<file path="src/rtl/bcd_pkg.sv">
`default_nettype none
// ============================================================================
// Module      : bcd_pkg
// Description : Shared definitions for the binary-to-BCD custom instruction:
//               FSM state type and encodings, default operand width and
//               digit count, result flag bit positions, and a constant
//               power-of-ten helper used for the overflow limit.
// Revision    : 1.0 - initial release
// ============================================================================
package bcd_pkg;

    // Default operand width and digit count (six HEX displays).
    localparam int c_default_in_width = 20;
    localparam int c_default_digits   = 6;

    // Flag positions inside the 32-bit result word.
    localparam int c_ovf_bit  = 24;
    localparam int c_sign_bit = 25;

    // Conversion FSM state type and encodings.
    typedef logic [1:0] state_t;
    localparam state_t c_st_idle  = 2'd0;
    localparam state_t c_st_shift = 2'd1;
    localparam state_t c_st_fin   = 2'd2;

    // 10**n evaluated at elaboration time; 64 bits leaves headroom for any
    // digit count that fits below the flag bits of the result word.
    function automatic logic [63:0] pow10(input int n);
        logic [63:0] v;
        v = 64'd1;
        for (int i = 0; i < n; i++) begin
            v = v * 64'd10;
        end
        return v;
    endfunction

endpackage : bcd_pkg
`default_nettype wire

</file>
<file path="src/rtl/bcd_add3.sv">
`default_nettype none
// ============================================================================
// Module      : bcd_add3
// Description : Combinational single-digit double-dabble correction. A digit
//               of 5 or more gets 3 added so that the following left shift
//               carries correctly into the next decimal digit.
// Ports       : i_digit [3:0]  BCD digit before correction
//               o_digit [3:0]  corrected digit
// Revision    : 1.0 - initial release
// ============================================================================
module bcd_add3 (
    input  logic [3:0] i_digit,
    output logic [3:0] o_digit
);

    always_comb begin
        o_digit = i_digit;
        if (i_digit >= 4'd5) begin
            o_digit = i_digit + 4'd3;
        end
    end

endmodule : bcd_add3
`default_nettype wire

</file>
<file path="src/rtl/ci_bin_to_bcd.sv">
`default_nettype none
// ============================================================================
// Module      : ci_bin_to_bcd
// Description : Nios II multi-cycle custom instruction converting a binary
//               operand to packed BCD with the shift-and-add-3 algorithm,
//               one bit per enabled clock. Operands of 10**DIGITS or more
//               saturate to all nines and raise the overflow flag.
//               Optional feature macro: BCD_SIGNED_EN (signed operand,
//               magnitude converted, sign flag reported).
// Ports       : clk     in   clock, rising edge
//               reset   in   synchronous active-high reset
//               clk_en  in   custom-instruction clock enable
//               start   in   conversion request (qualified by clk_en)
//               dataa   in   [31:0] operand
//               result  out  [31:0] BCD digits [4*DIGITS-1:0], overflow
//                            flag [24], sign flag [25], other bits zero
//               done    out  single-cycle completion strobe
// Revision    : 1.0 - initial release
// ============================================================================
module ci_bin_to_bcd
    import bcd_pkg::*;
#(
    parameter int IN_WIDTH = c_default_in_width,
    parameter int DIGITS   = c_default_digits
) (
    input  logic        clk,
    input  logic        reset,
    input  logic        clk_en,
    input  logic        start,
    input  logic [31:0] dataa,
    output logic [31:0] result,
    output logic        done
);

    localparam int c_cnt_w = $clog2(IN_WIDTH + 1);
    localparam int c_bcd_w = 4 * DIGITS;

    localparam logic [c_cnt_w-1:0] c_cnt_one  = c_cnt_w'(1);
    localparam logic [c_cnt_w-1:0] c_cnt_load = c_cnt_w'(IN_WIDTH);
    localparam logic [63:0]        c_limit    = pow10(DIGITS);

    state_t               r_state;
    state_t               w_state_next;
    logic [c_cnt_w-1:0]   r_cnt;
    logic [IN_WIDTH-1:0]  r_bin;
    logic [c_bcd_w-1:0]   r_bcd;
    logic                 r_ovf;
    logic                 r_sign;
    logic [31:0]          r_result;

    logic [31:0]          w_mag32;
    logic                 w_sign_in;
    logic [IN_WIDTH-1:0]  w_operand;
    logic [63:0]          w_operand64;
    logic                 w_ovf_in;
    logic [c_bcd_w-1:0]   w_bcd_adj;
    logic [c_bcd_w-1:0]   w_bcd_shifted;
    logic [31:0]          w_result_fin;
    logic                 w_last;
    logic                 w_unused;

    // ------------------------------------------------------------------
    // Operand conditioning at capture time
    // ------------------------------------------------------------------
`ifdef BCD_SIGNED_EN
    // Two's complement magnitude of the full 32-bit word, then truncated.
    assign w_sign_in = dataa[31];
    assign w_mag32   = dataa[31] ? (~dataa + 32'd1) : dataa;
`else
    assign w_sign_in = 1'b0;
    assign w_mag32   = dataa;
`endif

    assign w_operand = w_mag32[IN_WIDTH-1:0];

    always_comb begin
        w_operand64                 = '0;
        w_operand64[IN_WIDTH-1:0]   = w_operand;
    end

    // Overflow is decided once from the captured operand; the accumulator
    // only holds DIGITS digits and may wrap, but its value is then replaced
    // by all nines when the result is formed.
    assign w_ovf_in = (w_operand64 >= c_limit);

    // ------------------------------------------------------------------
    // Per-digit add-3 correction ahead of the shift
    // ------------------------------------------------------------------
    for (genvar gi = 0; gi < DIGITS; gi++) begin : g_digit
        bcd_add3 u_add3 (
            .i_digit (r_bcd[4*gi +: 4]),
            .o_digit (w_bcd_adj[4*gi +: 4])
        );
    end

    // {bcd, operand} shifted left one place.
    assign w_bcd_shifted = {w_bcd_adj[c_bcd_w-2:0], r_bin[IN_WIDTH-1]};

    assign w_last = (r_state == c_st_shift) && (r_cnt == c_cnt_one);

    // Final result word built from the last shift step so that the
    // registered result is already valid in the cycle done is asserted.
    always_comb begin
        w_result_fin = '0;
        w_result_fin[c_bcd_w-1:0] = r_ovf ? {DIGITS{4'h9}} : w_bcd_shifted;
        w_result_fin[c_ovf_bit]   = r_ovf;
        w_result_fin[c_sign_bit]  = r_sign;
    end

    // ------------------------------------------------------------------
    // FSM: state register
    // ------------------------------------------------------------------
    always_ff @(posedge clk) begin
        if (reset) begin
            r_state <= c_st_idle;
        end else begin
            r_state <= w_state_next;
        end
    end

    // ------------------------------------------------------------------
    // FSM: next state. A qualified start restarts from any state, which
    // covers both the normal launch and the abort of a running conversion.
    // ------------------------------------------------------------------
    always_comb begin
        w_state_next = r_state;
        if (clk_en) begin
            if (start) begin
                w_state_next = c_st_shift;
            end else begin
                case (r_state)
                    c_st_idle:  w_state_next = c_st_idle;
                    c_st_shift: begin
                        if (r_cnt == c_cnt_one) begin
                            w_state_next = c_st_fin;
                        end
                    end
                    c_st_fin:   w_state_next = c_st_idle;
                    default:    w_state_next = c_st_idle;
                endcase
            end
        end
    end

    // ------------------------------------------------------------------
    // Datapath: operand shifter, BCD accumulator, counter, result
    // ------------------------------------------------------------------
    always_ff @(posedge clk) begin
        if (reset) begin
            r_cnt    <= '0;
            r_bin    <= '0;
            r_bcd    <= '0;
            r_ovf    <= 1'b0;
            r_sign   <= 1'b0;
            r_result <= '0;
        end else if (clk_en) begin
            if (start) begin
                r_bin  <= w_operand;
                r_bcd  <= '0;
                r_cnt  <= c_cnt_load;
                r_ovf  <= w_ovf_in;
                r_sign <= w_sign_in;
            end else if (r_state == c_st_shift) begin
                r_bcd <= w_bcd_shifted;
                r_bin <= {r_bin[IN_WIDTH-2:0], 1'b0};
                r_cnt <= r_cnt - c_cnt_one;
                if (w_last) begin
                    r_result <= w_result_fin;
                end
            end
        end
    end

    assign result = r_result;
    assign done   = (r_state == c_st_fin) && clk_en;

    // Operand bits above IN_WIDTH and the digit carried out of the top of
    // the accumulator are intentionally discarded.
    assign w_unused = &{1'b0, w_mag32, w_bcd_adj[c_bcd_w-1]};

endmodule : ci_bin_to_bcd
`default_nettype wire

</file>
<file path="config.mk">
export PLATFORM = sky130hd
export DESIGN_NAME = ci_bin_to_bcd
export DESIGN_NICKNAME = d
export VERILOG_FILES = /design/src/rtl/bcd_pkg.sv /design/src/rtl/bcd_add3.sv /design/src/rtl/ci_bin_to_bcd.sv
export SDC_FILE = /design/constraint.sdc
export NUM_CORES = 1
export LEC_CHECK = 0
export CAP_MARGIN = 10
export CORE_MARGIN = 4
export CORE_UTILIZATION = 47
export CTS_BUF_LIST = sky130_fd_sc_hd__clkbuf_16
export DETAILED_ROUTE_END_ITERATION = 8
export PLACE_DENSITY = 0.83
export SYNTH_ARGS = -nofsm -noshare
export SYNTH_HDL_FRONTEND = slang
export SYNTH_SLANG_ARGS = --single-unit
</file>
<file path="constraint.sdc">
create_clock -name clk -period 1.5 [get_ports clk]
set_clock_uncertainty 0.1 [all_clocks]
set_input_delay 0.3 -clock clk [delete_from_list [all_inputs] [get_ports clk]]
set_output_delay 0.3 -clock clk [all_outputs]
set_load 0.01 [all_outputs]
</file>
==> results.sh <==
export IMPL_outcome="finished, violations left"
export IMPL_violations="negative setup slack"
export IMPL_relSlewSlack_pct=53.8
export IMPL_cts_buffer_depth=2
export IMPL_cpPeakStageDelay_ns=0.32
export IMPL_root_buffer="clkbuf_16"
export IMPL_powerDensity_mw_per_mm2=799
export IMPL_yosys_area_top_type_share_pct=42.4
export IMPL_slowest_stage="dfxtp_2"
export IMPL_multi_input_area_mm2=0.00251
export IMPL_grt_pass1_wl_um=16600
export IMPL_fp_dieH_um=95.9
export IMPL_yosysUniqueCellTypes=48
export IMPL_drc=0
export IMPL_tightest_slew_ns=0.690
export IMPL_grt_ovfl_total=0
export IMPL_dp_final_hpwl_um=6210
export IMPL_syn_to_final_growth_pct=54.3
export IMPL_port_buffers=49
export IMPL_place_area_mm2=0.00460
export IMPL_firstDrtPassIters=4
export IMPL_fin_ws_ns=-0.161
export IMPL_place_congestion=0.823
export IMPL_fillCellCount=458
export IMPL_synth_cells=384
export IMPL_fin_area_mm2=0.00561
export IMPL_clk_latency_ns=0.33
export IMPL_crit_family="simple AND/OR/NAND/NOR gates"
export IMPL_critPathBufInv=2
export IMPL_reg2reg_depth=7
export IMPL_synth_edff_count=0
export IMPL_cp_data_arrival_time_ns=1.77
export IMPL_post_synth_most_frequent_cells="dfxtp_1 (77), nor2_1 (45), mux2i_1 (21), a211oi_1 (20), a21oi_1 (19)"
export IMPL_ys_flop_type="dfxtp_1"
export IMPL_rows=31
export IMPL_ios=69
export IMPL_ant_nets=0
export IMPL_first_iter_violations=199
export IMPL_dieArea_mm2=0.00920
export IMPL_ys_seq_area_share_pct=42.4
export IMPL_core_area_mm2=0.00737
export IMPL_ff_latch_area_mm2=0.00157
export IMPL_ir_drop_v=0.000694
export IMPL_wire_per_inst_um=18.5
export IMPL_synthesis_area_mm2=0.00363
export IMPL_finalWirelength_um=11100
export IMPL_start_util_pct=49.3
export IMPL_cp_start_kind="register"
export IMPL_via_count=3465
export IMPL_finalSetupViolations=31
export IMPL_min_path_type="in2reg"
export IMPL_avgSynthCellArea_um2=9.47
export IMPL_synthTopCellsByArea="dfxtp_1 (42%), mux2i_1 (5.8%), ha_1 (4.8%)"
export IMPL_grt_start_max_net_pins=46
export IMPL_grt_pass1_vias=3439
export IMPL_yosysMostFrequentCell="dfxtp_1"
export IMPL_period_share_pct=111
export IMPL_max_freq_mhz=602
export IMPL_nets=544
export IMPL_cts_tree="yes"
export IMPL_die_w_um=95.9
export IMPL_crit_cells=7
export IMPL_cts_made_buffers=9
export IMPL_worstSetupPathType="reg2reg"
export IMPL_htree_levels=3
export IMPL_p_leak_nw=2.19
export IMPL_yosysWarnings=0
export IMPL_crit_fanout=6
export IMPL_drv_slew=0
export IMPL_total_power_mw=4.48
export IMPL_fin_crit_ns=1.66
export IMPL_min_path_cells=3
export IMPL_clk_pin_slew_worst_paths_ns=0.06
export IMPL_numClockSinks=77
export IMPL_routed_via_density=5.79
export IMPL_antenna_found_initial=0
export IMPL_drive_above_1_share_pct=38.3
export IMPL_ys_async_sr_fraction_pct=0
export IMPL_ys_ff_latch=77
export IMPL_yosys_area_top_type="dfxtp_1"
export IMPL_final_core_util_pct=76.1
export IMPL_cp_required_ns=1.61
export IMPL_crit_chain="inv_2 > ha_4 > nor4b_4 > buf_6 > and2_4 > nor3b_2 > a31o_1"
export IMPL_endpoint_kind="register"
export IMPL_track_usage_pct=24.0
export IMPL_diodes=0
export IMPL_hold_violations=0
export IMPL_rsz0062_at_grt="true"
export IMPL_maxCapViolations=0
layout by cell type (no fill, tap or decap), types with 5 or more instances in the layout:
| cell | synthesis | routed |
|---|---|---|
| nand2b_4 | 0 | 7 |
| o2bb2ai_1 | 5 | 5 |
| nor3b_1 | 8 | 5 |
| nand3b_1 | 9 | 9 |
| nand2_1 | 11 | 10 |
| a21oi_4 | 0 | 6 |
| mux2i_1 | 21 | 19 |
| o21ai_0 | 12 | 5 |
| clkbuf_16 | 0 | 10 |
| inv_4 | 0 | 6 |
| nand2b_1 | 15 | 8 |
| dfxtp_2 | 0 | 12 |
| buf_4 | 13 | 53 |
| conb_1 | 1 | 7 |
| a211oi_1 | 20 | 20 |
| nor2_1 | 45 | 42 |
| dlygate4sd2_1 | 0 | 27 |
| nor3_1 | 14 | 9 |
| ha_4 | 0 | 12 |
| o21ai_2 | 0 | 7 |
| buf_6 | 1 | 10 |
| clkdlybuf4s50_1 | 0 | 20 |
| a211oi_2 | 5 | 5 |
| a21oi_1 | 19 | 12 |
| o21ai_1 | 10 | 10 |
| dfxtp_1 | 77 | 62 |
| a22oi_1 | 7 | 6 |
| inv_2 | 0 | 5 |
| buf_12 | 0 | 5 |
worst paths after layout:
path | from | endpoint | slack, ns
setup / recovery | r_cnt[1] | result[22] | -0.16
hold / removal | reset | r_bcd[12] | 0.29
setup reg to reg | r_cnt[1] | result[22] | -0.16
hold reg to reg | result[6] | result[6] | 0.37
worst register-to-register path, stage by stage (launching register included):
cell and delay (ns):
dfxtp_2 0.32, inv_2 0.07, ha_4 0.12, nor4b_4 0.19, buf_6 0.19, and2_4 0.27, nor3b_2 0.08, a31o_1 0.21
metal layers:
layer	vias to the layer above	track usage (%)	wire (um)
li1	1595	-	-
met1	1660	25.6	4220
met2	171	42.5	5600
met3	39	6.88	843
met4	0	12.8	416
met5	-	0	0
sequential cells by signal, summed over array words and instances, names as in the netlist:
signal	flops
r_bin	20
r_cnt	5
r_bcd	24
r_state	2
result	25
r_ovf	1
per-stage QoR:
step / setup WS (ns) / hold slack [ns] / instances / TNS, ns
2_1_floorplan: -0.0349 / 0.349 / 390 / -0.0349
3_3_place_gp: -0.576 / 0.349 / 561 / -34.92
3_5_place_dp: -0.641 / 0.365 / 561 / -37.82
4_1_cts: -0.110 / 0.268 / 592 / -1.20
5_1_grt: -0.186 / 0.311 / 598 / -3.11
6_report: -0.161 / 0.294 / 598 / -1.92
power breakdown:
group          internal (mW)  switching, mW  total [mW]
sequential              2.09         0.0375        2.13
combinational          0.222          0.230       0.451
clock                   1.09          0.807        1.90
cell type report:
type	instances	share of cell area, %
clock buffers	9	4.02
clock inverters	7	0.603
inverters	14	1.21
multi-input cells	274	44.7
flip-flops and latches	77	28.0
well taps	99	2.21
repair buffers	118	19.3
cell families (layout without fill, tap and decap cells):
logic type,Yosys count,count (layout),share of synthesized area (%)
compound gates,102,102,20.6
flops,77,77,42.4
simple gates,113,118,16.8
other cells,1,7,0.103
fa+ha+maj,14,14,4.82
mux,25,25,7.02
buf+inv,44,148,6.37
xor+xnor,8,8,1.93
repair_timing:
item	4_1_cts	5_1_grt
resized for setup	105	59
setup endpoints to repair	99	69
hold buffers	0	0
cloned	5	1
setup buffers	10	7
pin swaps	24	21
No activity file was read; power rests on OpenSTA's default activity.
